File: src/rtl/conv_bias_fetcher.sv
// Bias sequencer: stores DEPTH signed bias words and replays a run of them.
// Ports: clk/rst_b, start+base_addr/num_bias/hold_cyc, stall, wr_*, bias_out/bias_valid/busy/done/wr_err.
module conv_bias_fetcher #(
  parameter int BIAS_W = 32,
  parameter int DEPTH  = 32,
  parameter int HCW    = 4,
  localparam int AW    = $clog2(DEPTH)
) (
  input  logic                     clk,
  input  logic                     rst_b,
  input  logic                     start,
  input  logic [AW-1:0]            base_addr,
  input  logic [AW:0]              num_bias,
  input  logic [HCW-1:0]           hold_cyc,
  input  logic                     stall,
  input  logic                     wr_en,
  input  logic [AW-1:0]            wr_addr,
  input  logic [BIAS_W-1:0]        wr_data,
  output logic signed [BIAS_W-1:0] bias_out,
  output logic                     bias_valid,
  output logic                     busy,
  output logic                     done,
  output logic                     wr_err
);

  typedef enum logic [1:0] {
    IDLE,
    FETCH,
    HOLD,
    DONE
  } state_t;

  state_t state;
  state_t nxt;

  logic [BIAS_W-1:0] mem [DEPTH];

  logic [AW-1:0]  addr;
  logic [AW:0]    left;
  logic [HCW-1:0] hlen;
  logic [HCW-1:0] hcnt;

  logic [AW:0]    num_c;
  logic [HCW-1:0] hold_c;
  logic [AW-1:0]  addr_nx;
  logic           is_idle;
  logic           is_fetch;
  logic           is_hold;
  logic           is_done;
  logic           last_hold;
  logic           rd;

  assign is_idle  = (state == IDLE);
  assign is_fetch = (state == FETCH);
  assign is_hold  = (state == HOLD);
  assign is_done  = (state == DONE);

  assign busy       = !is_idle;
  assign done       = is_done;
  assign bias_valid = is_hold;

  always_comb begin
    num_c = num_bias;
    if (num_bias == '0)
      num_c = (AW+1)'(1);
    else if (num_bias > (AW+1)'(DEPTH))
      num_c = (AW+1)'(DEPTH);
  end

  assign hold_c = (hold_cyc == '0) ? HCW'(1) : hold_cyc;

  assign addr_nx = (addr == AW'(DEPTH-1)) ? '0 : addr + AW'(1);

  assign last_hold = (hcnt == hlen - HCW'(1));

  // The next bias is read on the final hold cycle so it lands
  // on bias_out exactly when the current one retires.
  assign rd = !stall &&
              (is_fetch || (is_hold && last_hold && left != '0));

  always_ff @(posedge clk or negedge rst_b) begin
    if (!rst_b)
      state <= IDLE;
    else
      state <= nxt;
  end

  always_comb begin
    nxt = state;
    unique case (1'b1)
      is_idle:  if (start) nxt = FETCH;
      is_fetch: if (!stall) nxt = HOLD;
      is_hold:  if (!stall && last_hold && left == '0) nxt = DONE;
      is_done:  nxt = IDLE;
      default:  nxt = IDLE;
    endcase
  end

  // Contents survive reset; writes only land while idle.
  always_ff @(posedge clk) begin
    if (wr_en && is_idle)
      mem[wr_addr] <= wr_data;
  end

  always_ff @(posedge clk or negedge rst_b) begin
    if (!rst_b) begin
      addr     <= '0;
      left     <= '0;
      hlen     <= '0;
      hcnt     <= '0;
      bias_out <= '0;
      wr_err   <= 1'b0;
    end else begin
      wr_err <= wr_en && busy;
      if (is_idle && start) begin
        addr <= base_addr;
        left <= num_c;
        hlen <= hold_c;
        hcnt <= '0;
      end else if (rd) begin
        bias_out <= mem[addr];
        addr     <= addr_nx;
        left     <= left - (AW+1)'(1);
        hcnt     <= '0;
      end else if (is_hold && !stall) begin
        hcnt <= hcnt + HCW'(1);
      end
    end
  end

endmodule

File: config.mk
export PLATFORM = sky130hd
export DESIGN_NAME = conv_bias_fetcher
export DESIGN_NICKNAME = d
export VERILOG_FILES = /design/src/rtl/conv_bias_fetcher.sv
export SDC_FILE = /design/constraint.sdc
export NUM_CORES = 1
export LEC_CHECK = 0
export ABC_CLOCK_PERIOD_IN_PS = 8400
export BUFFER_PORTS_ARGS = -buffer_cell sky130_fd_sc_hd__buf_2
export CAP_MARGIN = 40
export CELL_PAD_IN_SITES_DETAIL_PLACEMENT = 1
export CELL_PAD_IN_SITES_GLOBAL_PLACEMENT = 2
export CORE_UTILIZATION = 54
export DETAILED_ROUTE_END_ITERATION = 8
export PLACE_DENSITY = 0.95
export SLEW_MARGIN = 20
export SYNTH_ARGS = -nofsm -noshare
export SYNTH_HDL_FRONTEND = slang
export SYNTH_SLANG_ARGS = --single-unit
File: constraint.sdc
create_clock -name clk -period 8.4 [get_ports clk]
set_input_delay 0.84 -clock clk [delete_from_list [all_inputs] [get_ports clk]]
set_output_delay 0.84 -clock clk [all_outputs]
set_load 0.01 [all_outputs]
=== Yosys cells after proc, flatten, opt, wreduce, memory -nomap -nowiden ===
Memory sizes are Yosys's and may differ from the RTL's. A register that Yosys moved wholly into a read port is not among the register bits.
Cells that the tools add are included.

* Input bits: 57
* Logic and storage cells: 60
* Memories: 1
* Output and inout port bits: 36
* Register bits: 22
* Memory bits (writable): 1024

{| class="wikitable"
|+ Memories
! memory !! words !! width !! read ports !! clocked after Yosys merged registers in !! wr ports !! RTL line !! text
|-
| mem || 32 || 32 || 1 || 1 || 1 || 36 || <nowiki>logic [BIAS_W-1:0] mem [DEPTH];</nowiki>
|}

* Add/subtract/negate cells: 4
* Equal/unequal tests: 8
* Magnitude comparators: 1
* Multiplexer cells: 17
* Reductions and logical operators: 22
* Bitwise logic cells: 1

{| class="wikitable"
|+ Operators with widths
! cell !! count
|-
| 2-to-1 mux 6 bit || 4
|-
| 2-to-1 mux 4 bit || 4
|-
| 2-to-1 mux 5 bit || 3
|-
| zero test 6 bit || 2
|-
| logical AND 1 bit || 9
|-
| > comparator 6 bit, second input constant || 1
|-
| 2-to-1 mux 2 bit || 3
|-
| case mux 2 bit (3 select lines) || 1
|-
| nonzero test 6 bit || 1
|-
| subtractor 6 x 1 -> 6 bit, second input constant || 1
|-
| adder 5 x 1 -> 5 bit, second input constant || 1
|-
| == test 5 bit, second input constant || 1
|-
| adder 4 x 1 -> 4 bit, second input constant || 1
|-
| == test 2 bit, second input constant || 2
|-
| == test 4 bit || 1
|-
| zero test 4 bit || 1
|-
| != test 2 bit, second input constant || 2
|-
| subtractor 4 x 1 -> 4 bit, second input constant || 1
|-
| zero test 1 bit || 3
|-
| AND reduction 3 bit || 1
|-
| nonzero test 3 bit || 1
|-
| == test 2 x 1 -> 1 bit, second input constant || 1
|-
| zero test 2 bit || 1
|-
| 2-to-1 mux 1 bit || 2
|-
| 5 further kinds || 5
|}

=== Logic depth before layout (Yosys ltp) ===
* Word-level depth: 8
* Depth in mapped cells: 9

=== Worst setup path before layout ===
Ideal clock, no wire load.

* Kind: input-to-reg
* From: input wr_en
* To: memory mem[12][0], enable pin
* Slack: 5217 ps
* Arrival time: 2761 ps
* Cell stages on the path: 4
* Path through: nand2_1 -> or3_1 -> clkbuf_1 -> nor2_1

* Word-level cells in the longest chain between the ends: 3

{| class="wikitable"
|+ Ends and longest elaborated chain
! item !! RTL line !! text
|-
| from (decl) || 16 || <nowiki>input logic wr_en,</nowiki>
|-
| logical AND 1 bit || 101 || <nowiki>if (wr_en && is_idle)</nowiki>
|-
| 2-to-1 mux 1 bit || 101 ||
|-
| 2-to-1 mux 1 bit (not written as such) || 102 || <nowiki>mem[wr_addr] <= wr_data;</nowiki>
|-
| to (decl) || 36 ||
|}

Every way passes these cells.

=== Final worst setup path ===
* From: register state[0]
* To: memory mem[18][23], enable pin

* Word-level cells in the longest chain between the ends: 4

{| class="wikitable"
|+ Ends and longest elaborated chain
! item !! RTL line !! text
|-
| from (decl) || 33 || <nowiki>state_t state;</nowiki>
|-
| from (signal assigned) || 85 || <nowiki>state <= nxt;</nowiki>
|-
| zero test 2 bit || 53 || <nowiki>assign is_idle = (state == IDLE);</nowiki>
|-
| logical AND 1 bit || 101 ||
|-
| 2-to-1 mux 1 bit || 101 ||
|-
| 2-to-1 mux 1 bit (not written as such) || 102 ||
|}

Every way passes these cells.

==> impl_metrics.prom <==
# TYPE chip_impl_metric gauge
chip_impl_metric{name="finalSetupViolations",unit=""} 0
chip_impl_metric{name="leakage",unit="nW"} 15.3
chip_impl_metric{name="synthesis.yosys.warnings",unit=""} 0
chip_impl_metric{name="gr_ovfl_total",unit=""} 0
chip_impl_info{name="cp-end-kind",value="flip-flop"} 1
chip_impl_metric{name="cts_resized",unit=""} 0
chip_impl_metric{name="worst_skew_late_latency",unit="ns"} 0.68
chip_impl_metric{name="number_of_global_route_vias_before_repair",unit=""} 23432
chip_impl_metric{name="count_of_boundary_i_o_pins",unit=""} 93
chip_impl_metric{name="max-vdd-ir-drop",unit="mV"} 0.251
chip_impl_info{name="cts_root_buffer",value="clkbuf_16"} 1
chip_impl_info{name="worst_setup_path_start_kind",value="flip-flop"} 1
chip_impl_metric{name="ctsLongestPathBuffers",unit=""} 3
chip_impl_metric{name="hold_buffers",unit=""} 0
chip_impl_metric{name="max-slew-margin-rel",unit=""} 0.378
chip_impl_info{name="path_class",value="reg -> reg"} 1
chip_impl_metric{name="share_comb_of_total_power",unit=""} 0.266
chip_impl_info{name="rsz0062_at_grt",value="no"} 1
chip_impl_metric{name="grt_pass1_wl",unit="mm"} 170
chip_impl_metric{name="die-area",unit="sq mm"} 0.0780
chip_impl_metric{name="num-fill-cells",unit=""} 6294
chip_impl_metric{name="grt_util_all_layers",unit=""} 0.312
chip_impl_metric{name="core",unit="sq mm"} 0.0761
chip_impl_info{name="clock_tree_from_tritoncts",value="built"} 1
chip_impl_metric{name="final-max-slew-violation-count",unit=""} 0
chip_impl_metric{name="power_report.internal_total",unit="mW"} 10.4
chip_impl_metric{name="worst_setup_hold_path_clk_slew",unit="ns"} 0.07
chip_impl_metric{name="min_period_over_period",unit=""} 0.419
chip_impl_metric{name="area.growth.synth_to_final",unit="%"} 13.2
chip_impl_metric{name="timing.final.ws_setup",unit="ns"} 4.88
chip_impl_metric{name="detail_route.iter0.violations",unit=""} 2891
chip_impl_metric{name="worst_slew_pin_slew",unit="ns"} 0.933
chip_impl_metric{name="vias_per_cell",unit=""} 6.83
chip_impl_info{name="routed.top_layer",value="met4"} 1
chip_impl_metric{name="clock_tree.htree_level_count",unit=""} 3
chip_impl_info{name="synth-main-ff-cell",value="edfxtp_1"} 1
chip_impl_metric{name="timing.final.crit_period",unit="ns"} 3.52
chip_impl_metric{name="cp.arrival",unit="ns"} 3.85
chip_impl_metric{name="port_buffers",unit=""} 92
chip_impl_metric{name="totalNegativeSetupSlack",unit="ns"} 0
chip_impl_metric{name="power.net_switching",unit="mW"} 4.55
chip_impl_metric{name="clock_skew",unit="ns"} 0.0287
chip_impl_metric{name="layoutNonFillerInstCount",unit=""} 3208
chip_impl_metric{name="power.share.switching",unit=""} 0.305
chip_impl_metric{name="finalNetCount",unit=""} 2152
chip_impl_metric{name="hold_viol",unit=""} 0
chip_impl_metric{name="synthCells",unit=""} 1931
chip_impl_metric{name="synth_seq_cells",unit=""} 1078
chip_impl_metric{name="timing.max_cap.violations",unit=""} 0
chip_impl_info{name="most_used_cells_in_the_layout_excluding_fill_and_tap_cells",value="edfxtp_1, mux4_2, mux2i_1, clkbuf_16, buf_2"} 1
chip_impl_metric{name="cts_post_setup_buffers_inserted",unit=""} 0
chip_impl_metric{name="postSynth.asyncResetShare",unit=""} 0.0501
chip_impl_metric{name="synth_area_per_cell",unit="sq um"} 21.5
chip_impl_metric{name="post_dp_hpwl",unit="mm"} 60.7
chip_impl_metric{name="final_antenna_net_count",unit=""} 0
chip_impl_metric{name="floorplan.rows",unit=""} 101
chip_impl_metric{name="max_clock_freq",unit="MHz"} 284
chip_impl_metric{name="detailroute.wirelength.met3",unit="mm"} 11.9
chip_impl_info{name="status",value="finished, final reports clean"} 1
chip_impl_metric{name="floorplan.initialDensity",unit=""} 0.546
chip_impl_metric{name="clock_power_share",unit=""} 0.310
chip_impl_metric{name="synth_edf_count",unit=""} 1024
chip_impl_metric{name="drcViolationCount",unit=""} 0
chip_impl_metric{name="power_density",unit="mW/mm^2"} 317
chip_impl_metric{name="ys_seq_area_frac",unit=""} 0.773
chip_impl_metric{name="share_of_total_power_in_sequential_cells",unit=""} 0.424
chip_impl_metric{name="wirelength_met1",unit="mm"} 42.8
chip_impl_metric{name="dieWidth",unit="microns"} 279
chip_impl_metric{name="final_layout_size_suffix_gt1_frac",unit=""} 0.275
chip_impl_metric{name="dr_total_vias",unit=""} 21918
chip_impl_metric{name="clock_sinks",unit=""} 1078
chip_impl_info{name="hp-class",value="in -> async"} 1
chip_impl_metric{name="drt-wirelength-per-cell",unit="microns"} 37.3
chip_impl_metric{name="placed_cells",unit=""} 3002
chip_impl_metric{name="routed-wl-met2",unit="mm"} 59.5
chip_impl_metric{name="syn-num-nets",unit=""} 1999
chip_impl_metric{name="largest_net_degree_at_the_start_of_global_routing",unit=""} 136
chip_impl_info{name="mostFrequentLayoutCell",value="edfxtp_1"} 1
chip_impl_metric{name="place_ws",unit="ns"} 4.85
chip_impl_metric{name="yosysUniqueCellTypes",unit=""} 43
chip_impl_metric{name="drt-total-wl",unit="mm"} 120
chip_impl_metric{name="gpl_congestion",unit=""} 0.752
chip_impl_metric{name="cts_buffer_count",unit=""} 105
chip_impl_metric{name="die_height",unit="microns"} 279
chip_impl_metric{name="holdWs",unit="ns"} 0.171
chip_impl_metric{name="netlist_area",unit="sq mm"} 0.0415
chip_impl_metric{name="critical_path_required",unit="ns"} 8.73
chip_impl_metric{name="number_of_iterations_in_the_first_detailed_routing_pass",unit=""} 5
chip_impl_metric{name="worst-path-max-fanout",unit=""} 17
chip_impl_metric{name="antenna_found_initial",unit=""} 6
-- metal layers --
metal,track usage,vias to the layer above
met2,0.519,1496
li1,-,8435
met3,0.0631,353
met1,0.405,11634
met5,0,-
met4,0.126,0
-- kinds of logic after synthesis --
logic type / count (synthesis) / share of synthesized area
DFF: 1078 / 0.773
muxes: 377 / 0.157
AOI/OAI and AO/OA: 205 / 0.0348
and+or+nand+nor: 133 / 0.0152
buffers and inverters: 117 / 0.0149
adders and majority gates: 11 / 0.00331
xor gates and xnor gates: 10 / 0.00211
-- state kept, by name, indices dropped and copies added (netlist names) --
signal and cells:
bias_out 32, hcnt 4, addr 5, hlen 4, wr_err 1, state 2, mem 1024, left 6
-- final timing paths --
check                                         from                       end  slack (ns)  cells after the start
max                           state[0]$_DFFE_PN0P_     mem[18][23]$_DFFE_PP_        4.88                      7
min reg2reg                bias_out[0]$_DFFE_PN0P_   bias_out[0]$_DFFE_PN0P_        0.53                      1
max reg2reg                   state[0]$_DFFE_PN0P_     mem[18][23]$_DFFE_PP_        4.88                      7
min in group clk                       hold_cyc[1]       hlen[1]$_DFFE_PN0P_        0.41                      3
max in group asynchronous                    rst_b  bias_out[26]$_DFFE_PN0P_        7.55                      3
min                                          rst_b  bias_out[13]$_DFFE_PN0P_        0.17                      2
-- synth_stat cells (15+ instances only) --
master | number | area share
o2111ai_1 | 22 | 0.0046
a221oi_1 | 40 | 0.0084
edfxtp_1 | 1024 | 0.74
clkbuf_1 | 38 | 0.0034
mux2_2 | 31 | 0.0084
mux2i_1 | 130 | 0.031
nand2_1 | 33 | 0.0030
nor2_1 | 51 | 0.0046
buf_2 | 34 | 0.0041
o21ai_0 | 73 | 0.0088
o22a_1 | 23 | 0.0049
mux4_2 | 216 | 0.12
buf_6 | 15 | 0.0041
a22oi_1 | 22 | 0.0040
dfrtp_1 | 54 | 0.033
-- worst max-delay path: stages (launching register included) --
cell     delay [ns]
dfrtp_1        0.42
inv_1          0.14
ha_1           0.37
nand2_1        0.18
nor2_1         0.13
nand2_1        0.50
nor2_4         0.90
buf_4          0.50
-- layout make-up --
type | instances | area [sq um] | area share
inverter | 10 | 37.5 | 0.000798
antenna | 3 | 7.51 | 0.000160
clock inverter | 58 | 473 | 0.0101
tap | 1030 | 1290 | 0.0274
multi-input combinational | 736 | 9080 | 0.193
timing repair buffer | 153 | 1180 | 0.0251
sequential | 1078 | 32100 | 0.683
clock buffer | 140 | 2850 | 0.0606
-- per-stage QoR --
step	cell area (sq um)	power (mW)	utilization
6_report	47000	14.9	0.618
2_1_floorplan	41500	9.01	-
5_1_grt	47000	15.3	0.618
3_5_place_dp	43600	10.2	0.573
4_1_cts	46900	14.9	0.616
3_3_place_gp	43400	9.97	0.570
-- power groups by stage --
| stage | Sequential [mW] | Clock [mW] | Combinational (mW) |
|---|---|---|---|
| after floorplan | 6.28 | 0 | 2.73 |
| after global placement | 6.51 | 0 | 3.46 |
| after global routing | 6.33 | 4.81 | 4.17 |
| final | 6.32 | 4.63 | 3.97 |
| after CTS | 6.42 | 4.67 | 3.82 |
| after detailed placement | 6.52 | 0 | 3.72 |
Power figures use the tool's default switching activity.
